--- src/rtl/cordic_seq_ctrl_if.sv ---
// Wishbone slave bundle between the management SoC and the CORDIC sequencer.
interface cordic_seq_ctrl_if;
  logic        wbs_stb_i;
  logic        wbs_cyc_i;
  logic        wbs_we_i;
  logic [3:0]  wbs_sel_i;
  logic [31:0] wbs_dat_i;
  logic [31:0] wbs_adr_i;
  logic        wbs_ack_o;
  logic [31:0] wbs_dat_o;

  modport slave (
    input  wbs_stb_i, wbs_cyc_i, wbs_we_i, wbs_sel_i, wbs_dat_i, wbs_adr_i,
    output wbs_ack_o, wbs_dat_o
  );

  modport master (
    output wbs_stb_i, wbs_cyc_i, wbs_we_i, wbs_sel_i, wbs_dat_i, wbs_adr_i,
    input  wbs_ack_o, wbs_dat_o
  );
endinterface

--- src/rtl/cordic_seq_ctrl.sv ---
// Wishbone-fed job sequencer for a shared CORDIC core: command FIFO in, one job at a time,
// result FIFO out, level interrupt.
module cordic_seq_ctrl #(
  parameter logic [31:0] BASE_ADR   = 32'h3000_0000,
  parameter int unsigned ANGLE_W    = 16,
  parameter int unsigned EXP_W      = 16,
  parameter int unsigned FIFO_DEPTH = 4,
  parameter int unsigned TIMEOUT    = 64
) (
  input  logic               wb_clk_i,
  input  logic               wb_rst_i,
  cordic_seq_ctrl_if.slave   wb,
  output logic               core_start_o,
  output logic [ANGLE_W-1:0] core_angle_o,
  input  logic [EXP_W-1:0]   core_exp_i,
  input  logic               core_done_i,
  output logic               irq_o
);

  localparam int unsigned PtrW    = $clog2(FIFO_DEPTH);
  localparam int unsigned CntW    = $clog2(TIMEOUT);
  localparam int unsigned ResW    = ANGLE_W + EXP_W;
  localparam logic [3:0]  FullCnt = 4'(FIFO_DEPTH);

  typedef enum logic [1:0] {StIdle, StLaunch, StBusy, StStore} state_e;

  state_e state_q, state_d;

  logic               ack_q;
  logic [31:0]        dat_q;
  logic               enable_q, irq_en_q, irq_q;
  logic               ovf_q, udf_q, tmo_q;
  logic [ANGLE_W-1:0] angle_q;
  logic [EXP_W-1:0]   exp_q;
  logic [CntW-1:0]    tmo_cnt_q;

  logic [ANGLE_W-1:0] cmd_mem [FIFO_DEPTH];
  logic [ResW-1:0]    res_mem [FIFO_DEPTH];
  logic [PtrW-1:0]    cmd_wp_q, cmd_rp_q, res_wp_q, res_rp_q;
  logic [3:0]         cmd_cnt_q, res_cnt_q;

  logic        req, wr, rd;
  logic [1:0]  off;
  logic        cmd_full, cmd_empty, res_full, res_empty;
  logic        cmd_wr, cmd_push, cmd_pop, ovf_set;
  logic        res_rd, res_push, res_pop, udf_set;
  logic        ctrl_wr, err_clr, tmo_set;
  logic [ResW-1:0] res_head;
  logic [31:0] res_word, status, rdata;
  logic        unused_bits;

  assign req = wb.wbs_stb_i & wb.wbs_cyc_i & ~ack_q &
               (wb.wbs_adr_i[31:4] == BASE_ADR[31:4]);
  assign off = wb.wbs_adr_i[3:2];
  assign wr  = req & wb.wbs_we_i;
  assign rd  = req & ~wb.wbs_we_i;

  assign cmd_full  = (cmd_cnt_q == FullCnt);
  assign cmd_empty = (cmd_cnt_q == 4'd0);
  assign res_full  = (res_cnt_q == FullCnt);
  assign res_empty = (res_cnt_q == 4'd0);

  // A simultaneous pop frees a slot, so a push into a full FIFO is still taken then.
  assign cmd_pop  = (state_q == StLaunch);
  assign cmd_wr   = wr & (off == 2'd0);
  assign cmd_push = cmd_wr & (~cmd_full | cmd_pop);
  assign ovf_set  = cmd_wr & ~cmd_push;

  assign res_rd   = rd & (off == 2'd1);
  assign res_pop  = res_rd & ~res_empty;
  assign udf_set  = res_rd & res_empty;
  assign res_push = (state_q == StStore) & (~res_full | res_pop);

  assign ctrl_wr = wr & (off == 2'd3);
  assign err_clr = ctrl_wr & wb.wbs_dat_i[2];

  assign res_head = res_mem[res_rp_q];
  assign res_word = {16'(res_head[ResW-1:EXP_W]), 16'(res_head[EXP_W-1:0])};
  assign status   = {16'd0, res_cnt_q, cmd_cnt_q, tmo_q, udf_q, ovf_q,
                     res_empty, res_full, cmd_empty, cmd_full, (state_q != StIdle)};

  always_comb begin
    rdata = '0;
    case (off)
      2'd0, 2'd2: rdata = status;
      2'd1:       rdata = res_empty ? 32'd0 : res_word;
      default:    rdata = {30'd0, irq_en_q, enable_q};
    endcase
  end

  always_comb begin
    state_d      = state_q;
    tmo_set      = 1'b0;
    core_start_o = 1'b0;
    core_angle_o = angle_q;
    unique case (state_q)
      StIdle:   if (enable_q && !cmd_empty) state_d = StLaunch;
      StLaunch: begin
        core_start_o = 1'b1;
        core_angle_o = cmd_mem[cmd_rp_q];
        state_d      = StBusy;
      end
      StBusy: begin
        if (core_done_i) begin
          state_d = StStore;
        end else if (tmo_cnt_q == CntW'(TIMEOUT - 1)) begin
          tmo_set = 1'b1;
          state_d = StIdle;
        end
      end
      StStore:  if (res_push) state_d = StIdle;
      default:  state_d = StIdle;
    endcase
  end

  // FIFO storage carries no reset; validity is tracked by the counters.
  always_ff @(posedge wb_clk_i) begin
    if (cmd_push) cmd_mem[cmd_wp_q] <= wb.wbs_dat_i[ANGLE_W-1:0];
    if (res_push) res_mem[res_wp_q] <= {angle_q, exp_q};
  end

  always_ff @(posedge wb_clk_i or posedge wb_rst_i) begin
    if (wb_rst_i) begin
      state_q   <= StIdle;
      ack_q     <= 1'b0;
      dat_q     <= '0;
      enable_q  <= 1'b0;
      irq_en_q  <= 1'b0;
      irq_q     <= 1'b0;
      ovf_q     <= 1'b0;
      udf_q     <= 1'b0;
      tmo_q     <= 1'b0;
      angle_q   <= '0;
      exp_q     <= '0;
      tmo_cnt_q <= '0;
      cmd_wp_q  <= '0;
      cmd_rp_q  <= '0;
      res_wp_q  <= '0;
      res_rp_q  <= '0;
      cmd_cnt_q <= '0;
      res_cnt_q <= '0;
    end else begin
      state_q <= state_d;
      ack_q   <= req;
      dat_q   <= rd ? rdata : 32'd0;

      if (ctrl_wr) begin
        enable_q <= wb.wbs_dat_i[0];
        irq_en_q <= wb.wbs_dat_i[1];
      end
      ovf_q <= (ovf_q & ~err_clr) | ovf_set;
      udf_q <= (udf_q & ~err_clr) | udf_set;
      tmo_q <= (tmo_q & ~err_clr) | tmo_set;
      irq_q <= irq_en_q & (~res_empty | ovf_q | udf_q | tmo_q);

      if (state_q == StLaunch) angle_q <= cmd_mem[cmd_rp_q];
      if (state_q == StBusy && core_done_i) exp_q <= core_exp_i;
      tmo_cnt_q <= (state_q == StBusy) ? tmo_cnt_q + CntW'(1) : '0;

      if (cmd_push) cmd_wp_q <= cmd_wp_q + PtrW'(1);
      if (cmd_pop)  cmd_rp_q <= cmd_rp_q + PtrW'(1);
      if (cmd_push != cmd_pop) cmd_cnt_q <= cmd_push ? cmd_cnt_q + 4'd1 : cmd_cnt_q - 4'd1;

      if (res_push) res_wp_q <= res_wp_q + PtrW'(1);
      if (res_pop)  res_rp_q <= res_rp_q + PtrW'(1);
      if (res_push != res_pop) res_cnt_q <= res_push ? res_cnt_q + 4'd1 : res_cnt_q - 4'd1;
    end
  end

  assign wb.wbs_ack_o = ack_q;
  assign wb.wbs_dat_o = dat_q;
  assign irq_o        = irq_q;

  assign unused_bits = ^{wb.wbs_sel_i, wb.wbs_adr_i[1:0], wb.wbs_dat_i};

endmodule

--- src/flat_wrapper.sv ---
// flat-port wrapper written by rule: the top's interface ports become plain ports
module cordic_seq_ctrl_flat 
#(
  parameter logic [31:0] BASE_ADR   = 32'h3000_0000,
  parameter int unsigned ANGLE_W    = 16,
  parameter int unsigned EXP_W      = 16,
  parameter int unsigned FIFO_DEPTH = 4,
  parameter int unsigned TIMEOUT    = 64
)
  (wb_clk_i, wb_rst_i, core_start_o, core_angle_o, core_exp_i, core_done_i, irq_o, wb_wbs_stb_i, wb_wbs_cyc_i, wb_wbs_we_i, wb_wbs_sel_i, wb_wbs_dat_i, wb_wbs_adr_i, wb_wbs_ack_o, wb_wbs_dat_o);
  cordic_seq_ctrl_if wb_i ();
  input  logic wb_clk_i;
  input  logic wb_rst_i;
  output logic core_start_o;
  output logic [ANGLE_W-1:0] core_angle_o;
  input  logic [EXP_W-1:0] core_exp_i;
  input  logic core_done_i;
  output logic irq_o;
  input wire logic [$bits(wb_i.wbs_stb_i)-1:0] wb_wbs_stb_i;
  input wire logic [$bits(wb_i.wbs_cyc_i)-1:0] wb_wbs_cyc_i;
  input wire logic [$bits(wb_i.wbs_we_i)-1:0] wb_wbs_we_i;
  input wire logic [$bits(wb_i.wbs_sel_i)-1:0] wb_wbs_sel_i;
  input wire logic [$bits(wb_i.wbs_dat_i)-1:0] wb_wbs_dat_i;
  input wire logic [$bits(wb_i.wbs_adr_i)-1:0] wb_wbs_adr_i;
  output wire logic [$bits(wb_i.wbs_ack_o)-1:0] wb_wbs_ack_o;
  output wire logic [$bits(wb_i.wbs_dat_o)-1:0] wb_wbs_dat_o;
  assign wb_i.wbs_stb_i = wb_wbs_stb_i;
  assign wb_i.wbs_cyc_i = wb_wbs_cyc_i;
  assign wb_i.wbs_we_i = wb_wbs_we_i;
  assign wb_i.wbs_sel_i = wb_wbs_sel_i;
  assign wb_i.wbs_dat_i = wb_wbs_dat_i;
  assign wb_i.wbs_adr_i = wb_wbs_adr_i;
  assign wb_wbs_ack_o = wb_i.wbs_ack_o;
  assign wb_wbs_dat_o = wb_i.wbs_dat_o;
  cordic_seq_ctrl #(.BASE_ADR(BASE_ADR), .ANGLE_W(ANGLE_W), .EXP_W(EXP_W), .FIFO_DEPTH(FIFO_DEPTH), .TIMEOUT(TIMEOUT)) u_core (.wb_clk_i(wb_clk_i), .wb_rst_i(wb_rst_i), .wb(wb_i), .core_start_o(core_start_o), .core_angle_o(core_angle_o), .core_exp_i(core_exp_i), .core_done_i(core_done_i), .irq_o(irq_o));
endmodule
--- config.mk ---
export PLATFORM = sky130hd
export DESIGN_NAME = cordic_seq_ctrl_flat
export DESIGN_NICKNAME = d
export VERILOG_FILES = /design/src/rtl/cordic_seq_ctrl_if.sv /design/src/rtl/cordic_seq_ctrl.sv /design/src/flat_wrapper.sv
export SDC_FILE = /design/constraint.sdc
export NUM_CORES = 1
export LEC_CHECK = 0
export BUFFER_PORTS_ARGS = -buffer_cell sky130_fd_sc_hd__buf_2
export CAP_MARGIN = 0
export CORE_AREA = 2 2 162 164
export CTS_BUF_LIST = sky130_fd_sc_hd__clkbuf_2
export DETAILED_ROUTE_END_ITERATION = 6
export DIE_AREA = 0 0 164 166
export GPL_TIMING_DRIVEN = 1
export PLACE_DENSITY_LB_ADDON = 0.08
export SYNTH_ARGS = -nofsm -noshare
export SYNTH_HDL_FRONTEND = slang
export SYNTH_SLANG_ARGS = --single-unit
--- constraint.sdc ---
create_clock -name wb_clk_i -period 5.5 [get_ports wb_clk_i]
set_input_delay 0.275 -clock wb_clk_i [delete_from_list [all_inputs] [get_ports wb_clk_i]]
set_output_delay 0.275 -clock wb_clk_i [all_outputs]
set_load 0.1 [all_outputs]
# ---- Word-level counts from Yosys, hierarchy flattened
# Memories as Yosys holds them, arrays and structs flattened.
# Cells that the tools add are included.
dict set report op_classes {
  n_addsub 9
  eq_ne 15
  muxes 20
  n_bitwise 33
  reduce_logical 10
}
# operator count
set op_table {}
lappend op_table {{32-bit 2-to-1 mux} 2}
lappend op_table {{32-bit one-hot mux with 2 select lines} 1}
lappend op_table {{28-bit by 26-bit == test with 1-bit output, second input constant} 1}
lappend op_table {{1-bit bitwise AND} 18}
lappend op_table {{16-bit 2-to-1 mux} 1}
lappend op_table {{2-bit by 1-bit adder with 2-bit output, second input constant} 4}
lappend op_table {{4-bit by 1-bit adder with 4-bit output, second input constant} 2}
lappend op_table {{2-bit == test, second input constant} 4}
lappend op_table {{4-bit by 3-bit == test with 1-bit output, second input constant} 2}
lappend op_table {{4-bit logical NOT} 2}
lappend op_table {{1-bit 2-to-1 mux} 8}
lappend op_table {{2-bit 2-to-1 mux} 4}
lappend op_table {{4-bit 2-to-1 mux} 2}
lappend op_table {{1-bit OR} 8}
lappend op_table {{2-bit one-hot mux with 4 select lines} 1}
lappend op_table {{4-bit by 1-bit subtractor with 4-bit output, second input constant} 2}
lappend op_table {{1-bit NOT} 7}
lappend op_table {{6-bit by 1-bit adder with 6-bit output, second input constant} 1}
lappend op_table {{6-bit == test, second input constant} 1}
lappend op_table {{6-bit 2-to-1 mux} 1}
lappend op_table {{2-bit by 1-bit == test with 1-bit output, second input constant} 2}
lappend op_table {{2-bit logical NOT} 2}
lappend op_table {{2-bit by 1-bit != test with 1-bit output, second input constant} 2}
lappend op_table {{3-bit by 2-bit != test with 1-bit output, second input constant} 1}
lappend op_table {{other kinds (6)} 8}
dict set report totals {
  reg_bits 95
  ram_bits 192
  input_bits 90
  wordCells 107
  n_memories 2
}
# memory words width rd rd_ports_with_merged_regs write_ports line_no
set memory_table {}
lappend memory_table {u_core.res_mem 4 32 1 0 1 cordic_seq_ctrl.sv:38} ;# logic [ResW-1:0] res_mem [FIFO_DEPTH];
lappend memory_table {u_core.cmd_mem 4 16 1 0 1 cordic_seq_ctrl.sv:37} ;# logic [ANGLE_W-1:0] cmd_mem [FIFO_DEPTH];

# ---- Longest topological paths before layout
# Gate-level depths: netlist of the first run.
dict set report logic_depth {
  ltp_word 10
  mapped_depth 12
  ltp_nobuf 11
}

# ---- Least setup slack after synthesis of the first run
# No wires, ideal clock.
dict set report synth_path {
  kind {register to register}
  startpoint {register u_core.ack_q, in the netlist u_core.wb.wbs_ack_o}
  endpoint {register u_core.res_cnt_q[3]}
  t_arrival_ps 3136
  required_time_ps 5369
  path_slack_ps 2232
  path_stages_with_launch 12
  period_less_slack_ps 3268
  path_cell_list {dfrtp_1 > and4bb_2 > nand4_4 > nor3_2 > o21a_1 > inv_1 > ha_1 > a21o_1 > a21o_1 > or3_1 > o221ai_1 > o21ai_0}
}
dict set report synth_between {
  elab_chain_len 9
}
# element line_no
set synth_rtl {}
lappend synth_rtl {{start: declaration} cordic_seq_ctrl.sv:29} ;# logic ack_q;
lappend synth_rtl {{start signal: assignment} cordic_seq_ctrl.sv:144} ;# ack_q <= req;
lappend synth_rtl {{1-bit NOT *} cordic_seq_ctrl.sv:52} ;# assign req = wb.wbs_stb_i & wb.wbs_cyc_i & ~ack_q &
lappend synth_rtl {{1-bit bitwise AND * (2 in a row)} cordic_seq_ctrl.sv:52}
lappend synth_rtl {{1-bit bitwise AND *} cordic_seq_ctrl.sv:56} ;# assign rd = req & ~wb.wbs_we_i;
lappend synth_rtl {{1-bit bitwise AND *} cordic_seq_ctrl.sv:69} ;# assign res_rd = rd & (off == 2'd1);
lappend synth_rtl {{1-bit bitwise AND *} cordic_seq_ctrl.sv:70} ;# assign res_pop = res_rd & ~res_empty;
lappend synth_rtl {{1-bit OR} cordic_seq_ctrl.sv:72} ;# assign res_push = (state_q == StStore) & (~res_full | res_pop);
lappend synth_rtl {{1-bit bitwise AND} cordic_seq_ctrl.sv:72}
lappend synth_rtl {{4-bit 2-to-1 mux or 1-bit != test (tied branches)} cordic_seq_ctrl.sv:166} ;# if (res_push != res_pop) res_cnt_q <= res_push ? res_cnt_q + 4'd1 : res_cnt_q - 4'd1;
lappend synth_rtl {{end signal: assignment} cordic_seq_ctrl.sv:166}
lappend synth_rtl {{end: declaration} cordic_seq_ctrl.sv:40} ;# logic [3:0] cmd_cnt_q, res_cnt_q;
# Every way passes the cells marked *; elsewhere a longest branch is shown, timed or not.
# A chain may end at the register's enable or synchronous reset.

# ---- Worst setup path after layout of the first run
dict set report layout_path {
  startpoint {input port wb_wbs_adr_i[30]}
  endpoint {register u_core.res_cnt_q[3]}
}
dict set report layout_between {
  elab_chain_len 8
}
# element line_no
set layout_rtl {}
lappend layout_rtl {{start: declaration} flat_wrapper.sv:24} ;# input wire logic [$bits(wb_i.wbs_adr_i)-1:0] wb_wbs_adr_i;
lappend layout_rtl {{28-bit by 26-bit == test with 1-bit output *} cordic_seq_ctrl.sv:53} ;# (wb.wbs_adr_i[31:4] == BASE_ADR[31:4]);
lappend layout_rtl {{1-bit bitwise AND *} cordic_seq_ctrl.sv:52}
lappend layout_rtl {{1-bit bitwise AND *} cordic_seq_ctrl.sv:56}
lappend layout_rtl {{1-bit bitwise AND *} cordic_seq_ctrl.sv:69}
lappend layout_rtl {{1-bit bitwise AND *} cordic_seq_ctrl.sv:70}
lappend layout_rtl {{1-bit OR} cordic_seq_ctrl.sv:72}
lappend layout_rtl {{1-bit bitwise AND} cordic_seq_ctrl.sv:72}
lappend layout_rtl {{4-bit 2-to-1 mux or 1-bit != test (tied branches)} cordic_seq_ctrl.sv:166}
# Marked as above.

==> results of run 1 <==
[through the flow]
| step | std cells | util | hold WS, ns | total power (W) | setup slack (ns) |
|---|---|---|---|---|---|
| 6_report | 1235 | 0.519 | 0.101 | 0.00593 | 1.24 |
| 5_1_grt | 1235 | 0.519 | 0.0731 | 0.00626 | 1.03 |
| 4_1_cts | 1234 | 0.519 | 0.00221 | 0.00602 | 1.37 |
| 3_5_place_dp | 1058 | 0.477 | 0.399 | 0.00462 | 1.95 |
| 3_3_place_gp | 1058 | 0.477 | 0.389 | 0.00455 | 1.99 |
| 2_1_floorplan | 624 | - | 0.347 | 0.00423 | 2.23 |
[where the power goes]
part           leakage [nW]  switching, W  internal [W]  total (W)
Combinational          1.85       0.00103      0.000472    0.00151
Clock                 0.508      0.000810      0.000542    0.00135
Sequential             2.96      0.000324       0.00274    0.00307
Total                  5.32       0.00217       0.00376    0.00593
[final cells by class]
| cell class | instances | area [sq um] | area share |
|---|---|---|---|
| Multi-Input combinational cell | 298 | 2950 | 0.222 |
| Timing Repair Buffer | 170 | 1090 | 0.0818 |
| Inverter | 11 | 43.8 | 0.00329 |
| Clock inverter | 21 | 88.8 | 0.00668 |
| Antenna cell | 1 | 2.50 | 0.000188 |
| Clock buffer | 112 | 561 | 0.0421 |
| Tap cell | 335 | 419 | 0.0315 |
| Sequential cell | 287 | 8140 | 0.612 |
[layout by cell type (no fill, tap or decap), types with 3 or more instances in the layout]
cell type and count:
a22o_1 16, ha_1 13, and3_2 4, nand3_1 5
dfrtp_1 94, inv_1 10, mux4_2 48, dlygate4sd3_1 43
clkbuf_2 112, a21oi_1 5, edfxtp_1 192, xor2_1 4
nor2_1 15, buf_2 118, and2_1 22, nor4_4 7
a21o_1 3, inv_2 3, nand2_1 69, mux2i_1 4
clkinv_1 14, buf_4 9, xnor2_1 10, o21ai_0 5
mux2_2 23, or3_1 3
[path summary, 6_finish.rpt]
check                                                to  slack, ns
worst min register to register      u_core.tmo_cnt_q[0]       0.47
min in group wb_clk_i               u_core.res_cnt_q[2]       0.10
max in group asynchronous            u_core.res_rp_q[0]       4.17
worst min-delay path            u_core.wb.wbs_dat_o[27]       0.10
worst max-delay path                u_core.res_cnt_q[3]       1.24
worst max register to register      u_core.res_cnt_q[3]       1.42
[Yosys cell counts (5+ instances only)]
library cell	instances	area (sq um)
edfxtp_1	192	5770
dfrtp_1	95	2380
nand2_1	69	259
mux4_2	48	1080
mux2_2	23	259
and2_1	22	138
a22o_1	16	140
nor2_1	15	56.3
clkbuf_1	13	48.8
ha_1	13	163
inv_1	11	41.3
xnor2_1	10	87.6
buf_2	9	45.0
nor4_4	7	149
a21oi_1	5	25.0
nand3_1	5	25.0
o21ai_0	5	25.0
[worst min-delay path, stage by stage]
cell	delay, ns
dlygate4sd3_1	0.53
buf_2	0.13
inv_4	0.41
[state kept, by name (all words and copies together), names as in the netlist, 2 cells and up]
signal and cells:
u_core.res_mem 128, u_core.cmd_mem 64, u_core.wb.wbs_dat_o 32, u_core.angle_q 16
u_core.exp_q 16, u_core.tmo_cnt_q 6, u_core.cmd_cnt_q 4, u_core.res_cnt_q 4
u_core.cmd_rp_q 2, u_core.cmd_wp_q 2, u_core.res_rp_q 2, u_core.res_wp_q 2
u_core.state_q 2
[cells by family after synthesis]
kind of cell,share of synthesized area
xor gates and xnor gates,0.0109
muxes,0.122
AOI/OAI and AO/OA,0.0323
buffers and inverters,0.0160
and+or+nand+nor,0.0784
DFF,0.722
adders and majority gates,0.0180
[per-layer routing]
layer,vias up,share of wire,GRT usage
met2,203,0.49,0.283
met3,34,0.072,0.0412
li1,2883,-,-
met1,3122,0.41,0.218
met5,-,0,0
met4,0,0.021,0.0713
==> flow_metrics.py, run 1 <==
metrics = {
    "run_status": {
        "outcome": "finished clean",
    },
    "final_layout": {
        "nets": 946,
        "finish.instance_area_sq_um": 13300,
        "layout-drive-gt1-share": 0.375,
        "fill_cells": 2179,
        "area_growth_pct": 18.0,
    },
    "clocking": {
        "cts_tree": "built",
        "clk_pin_slew_worst_paths_ns": 0.10,
        "cts_setup_buffers": 0,
        "clk_latency_ns": 0.81,
        "clock-root-buffer": "clkbuf_2",
        "htree_num_levels": 3,
        "cts_buffer_depth": 3,
        "cts_buffers": 73,
        "hold_buffers": 43,
        "ctsResizeCount": 0,
        "clock-sinks": 287,
    },
    "die": {
        "die_h_um": 166,
        "io_pins": 141,
        "rows": 59,
        "coreArea_sq_um": 25600,
        "initial_core_util": 0.440,
        "dieArea_sq_um": 27200,
        "die_x_um": 164,
    },
    "grt": {
        "overflow": 0,
        "antenna_found_initial": 1,
        "grt_pass1_wl_um": 35100,
        "grt_pass1_vias": 6483,
        "grt_max_degree": 52,
        "globalRouteTotalUtil": 0.172,
    },
    "setup_path": {
        "critPathLaunchType": "input port",
        "path_delay_family": "buffers and inverters",
        "path_common_cell": "dlygate4sd3_1",
        "critical_path_class": "input port to register",
        "critical_path_depth": 15,
        "cp-startpoint": "wb_wbs_adr_i[30]",
        "cp_num_buf_inv": 5,
        "path_cells": "dlygate4sd3_1, buf_2, nor4_4, dlygate4sd3_1, nand4_4, dlygate4sd3_1, nor3_2, o21a_1, inv_1, ha_1, a21o_1, a21o_1, or3_1, o221ai_1, o21ai_0",
        "endpoint_kind": "register",
        "path_max_fanout": 11,
        "cp.arrival_ns": 4.93,
        "r2r-start": "u_core.wb.wbs_ack_o",
        "required_ns": 6.16,
        "cp_slowest_cell": "dlygate4sd3_1",
        "reg2regPathDepth": 12,
        "max_stage_delay_ns": 0.63,
    },
    "sta": {
        "fin_crit_sh": 0.775,
        "clock_skew_ns": 0.0648,
        "hold_violations": 0,
        "fmax_mhz": 235,
        "tns_ns": 0,
        "rsz0062_at_grt": "false",
        "worstMarginPinSlew_ns": 1.12,
        "period_needed_ns": 4.26,
        "drv_slew": 0,
        "setup_viol": 0,
        "relSlewSlack": 0.252,
    },
    "placement": {
        "gp_congestion": 0.780,
        "post_dp_cell_area_sq_um": 12200,
        "io_buffers": 118,
        "hpwl_um": 14000,
    },
    "routing": {
        "finalWirelength_um": 22900,
        "vias": 6242,
        "drt_iter0_drc": 281,
        "drtAntennaViolNets": 0,
        "route.detailed.wl_per_inst_um": 18.5,
        "via_per_inst": 5.05,
        "dr.pass1.iters": 4,
        "drc": 0,
    },
    "yosys": {
        "synth_nets": 729,
        "seq_area_frac_synth": 0.722,
        "ys_ff_latch": 287,
        "synth_area_sq_um": 11300,
        "ys.flop_type": "edfxtp_1",
        "yosys_warnings": 0,
        "async_flop_share": 0.331,
        "synth_edf_count": 192,
        "syn_area_per_cell_sq_um": 18.1,
        "syn_inst": 624,
        "synth_cell_types": 56,
    },
    "power_and_ir_drop": {
        "p_leak_nw": 5.32,
        "vdd_drop_max_v": 0.000449,
        "power_density_nw_per_um2": 446,
    },
    "flow_run": {
        "max-cap-violations": 0,
    },
    "hold_path": {
        "hp-class": "input port to asynchronous set/reset pin",
    },
}
No activity file was read; power rests on OpenSTA's default activity.
==> run 2, diff against run 1 <==
==> constraint.sdc (replaced) <==
create_clock -name wb_clk_i -period 3.75 [get_ports wb_clk_i]
set_input_delay 0.1875 -clock wb_clk_i [delete_from_list [all_inputs] [get_ports wb_clk_i]]
set_output_delay 0.1875 -clock wb_clk_i [all_outputs]
set_load 0.1 [all_outputs]
==> flow_metrics.py, run 2 (synthesis gave the netlist of run 1 again) <==
metrics = {
    "placement": {
        "gp_congestion": 0.784,
        "post_dp_cell_area_sq_um": 12300,
        "hpwl_um": 14600,
        "io_buffers": 118,
    },
    "clocking": {
        "clock-root-buffer": "clkbuf_2",
        "htree_num_levels": 3,
        "clock-sinks": 287,
        "clk_pin_slew_worst_paths_ns": 0.09,
        "clk_latency_ns": 0.82,
        "cts_tree": "built",
        "cts_buffers": 76,
        "cts_buffer_depth": 3,
    },
    "setup_path": {
        "cp.arrival_ns": 3.06,
        "critPathLaunchType": "register",
        "endpoint_kind": "output port",
        "required_ns": 3.56,
        "path_max_fanout": 22,
        "r2r_slack_ns": 0.78,
        "r2r-start": "u_core.wb.wbs_ack_o",
        "timing.rr.end": "u_core.res_cnt_q[3]",
        "reg2regPathDepth": 11,
        "critical_path_class": "register to output port",
    },
    "hold_path": {
        "hp-start": "wb_wbs_adr_i[14]",
        "holdPathEnd": "u_core.res_cnt_q[2]",
        "hp-class": "input port to register",
        "min_path_cells": 6,
    },
    "sta": {
        "relSlewSlack": 0.363,
        "tns_ns": 0,
        "hold_violations": 0,
        "setup_viol": 0,
        "fmax_mhz": 308,
        "drv_slew": 0,
        "fin_crit_sh": 0.865,
        "worstMarginPinSlew_ns": 0.955,
        "rsz0062_at_grt": "false",
        "clock_skew_ns": 0.0452,
        "period_needed_ns": 3.24,
    },
    "final_layout": {
        "regMostFlops": "u_core.res_mem",
        "multi_input_area_sq_um": 2950,
        "final_cell_mix": "edfxtp_1, buf_2, clkbuf_2",
        "area_growth_pct": 19.2,
        "nets": 963,
        "finish.instance_area_sq_um": 13400,
        "seqCellArea_sq_um": 8140,
        "layout-drive-gt1-share": 0.384,
        "fill_cells": 2194,
        "mostFrequentLayoutCell": "edfxtp_1",
        "largest_reg_flops": 128,
    },
    "power_and_ir_drop": {
        "p_leak_nw": 5.42,
        "vdd_drop_max_v": 0.000627,
        "power_density_nw_per_um2": 657,
    },
    "die": {
        "die_h_um": 166,
        "dieArea_sq_um": 27200,
        "io_pins": 141,
        "die_x_um": 164,
        "rows": 59,
        "initial_core_util": 0.440,
        "coreArea_sq_um": 25600,
    },
    "grt": {
        "grt_pass1_wl_um": 36000,
        "overflow": 0,
        "antenna_found_initial": 1,
        "grt_max_degree": 73,
        "grt_pass1_vias": 6757,
        "globalRouteTotalUtil": 0.176,
    },
    "run_status": {
        "outcome": "finished clean",
    },
    "routing": {
        "finalWirelength_um": 23100,
        "dr.pass1.iters": 5,
        "drc": 0,
        "via_per_inst": 5.09,
        "drt_iter0_drc": 295,
        "vias": 6357,
        "drtAntennaViolNets": 0,
        "route.detailed.wl_per_inst_um": 18.5,
    },
    "flow_run": {
        "max-cap-violations": 0,
    },
}
## run 2: cell count changes in the layout (fill, tap and decap cells not counted), sizes merged
cell	previous run	this run
dlygate4sd3	43	46
clkinvlp	2	1
buf	127	138
bufinv	0	1
inv	14	13
clkbuf	112	117
diode	1	2
clkinv	16	12
## run 2: where the power goes
group	internal (W)	leakage, nW	switching, W
clock network	0.000888	0.530	0.00119
logic	0.000719	1.92	0.00159
registers	0.00402	2.96	0.000418
total	0.00563	5.42	0.00320
## run 2: repair_timing
action                    CTS  global route
buffers inserted            0             0
hold buffers               46             0
gates resized for setup     0             0
hold endpoints to repair  183             0
## run 2: cell type report
class                   count  share of cell area
multi-input cells         298               0.220
inverters                  11             0.00326
repair buffers            184              0.0893
clock buffers             117              0.0436
clock inverters            16             0.00679
well taps                 335              0.0312
diodes                      2            0.000372
flip-flops and latches    287               0.606
## run 2: how the worst max path moves through the flow
stage,startpoint,to
2_1_floorplan,u_core.wb.wbs_ack_o,u_core.res_cnt_q[3]
4_1_cts,u_core.state_q[1],core_angle_o[12]
6_report,u_core.state_q[1],core_angle_o[12]
5_1_grt,u_core.state_q[1],core_angle_o[12]
3_3_place_gp,wb_wbs_adr_i[5],u_core.res_cnt_q[3]
3_5_place_dp,wb_wbs_adr_i[17],u_core.res_cnt_q[3]
## run 2: layer usage
metal / up-vias / part of all wire / track usage
met5: - / 0 / 0
met4: 0 / 0.028 / 0.0816
met3: 47 / 0.073 / 0.0500
met2: 233 / 0.49 / 0.282
met1: 3163 / 0.41 / 0.221
li1: 2914 / - / -
## run 2: critical path: stages (launching register included)
cell and delay, ns:
dfrtp_1 0.47, nand2b_1 0.35, inv_1 0.65, nand2_1 0.20, nand2_1 0.14, buf_2 0.43
## run 2: through the flow
step	total power [W]	instances	hold WS, ns	utilization	setup WS, ns
after floorplan	0.00620	624	0.260	-	0.482
after CTS	0.00896	1248	0.00590	0.525	0.409
final	0.00883	1250	0.0787	0.525	0.507
after detailed placement	0.00682	1069	0.405	0.480	0.736
after global placement	0.00671	1069	0.399	0.480	0.801
after global routing	0.00932	1250	0.0605	0.525	0.316
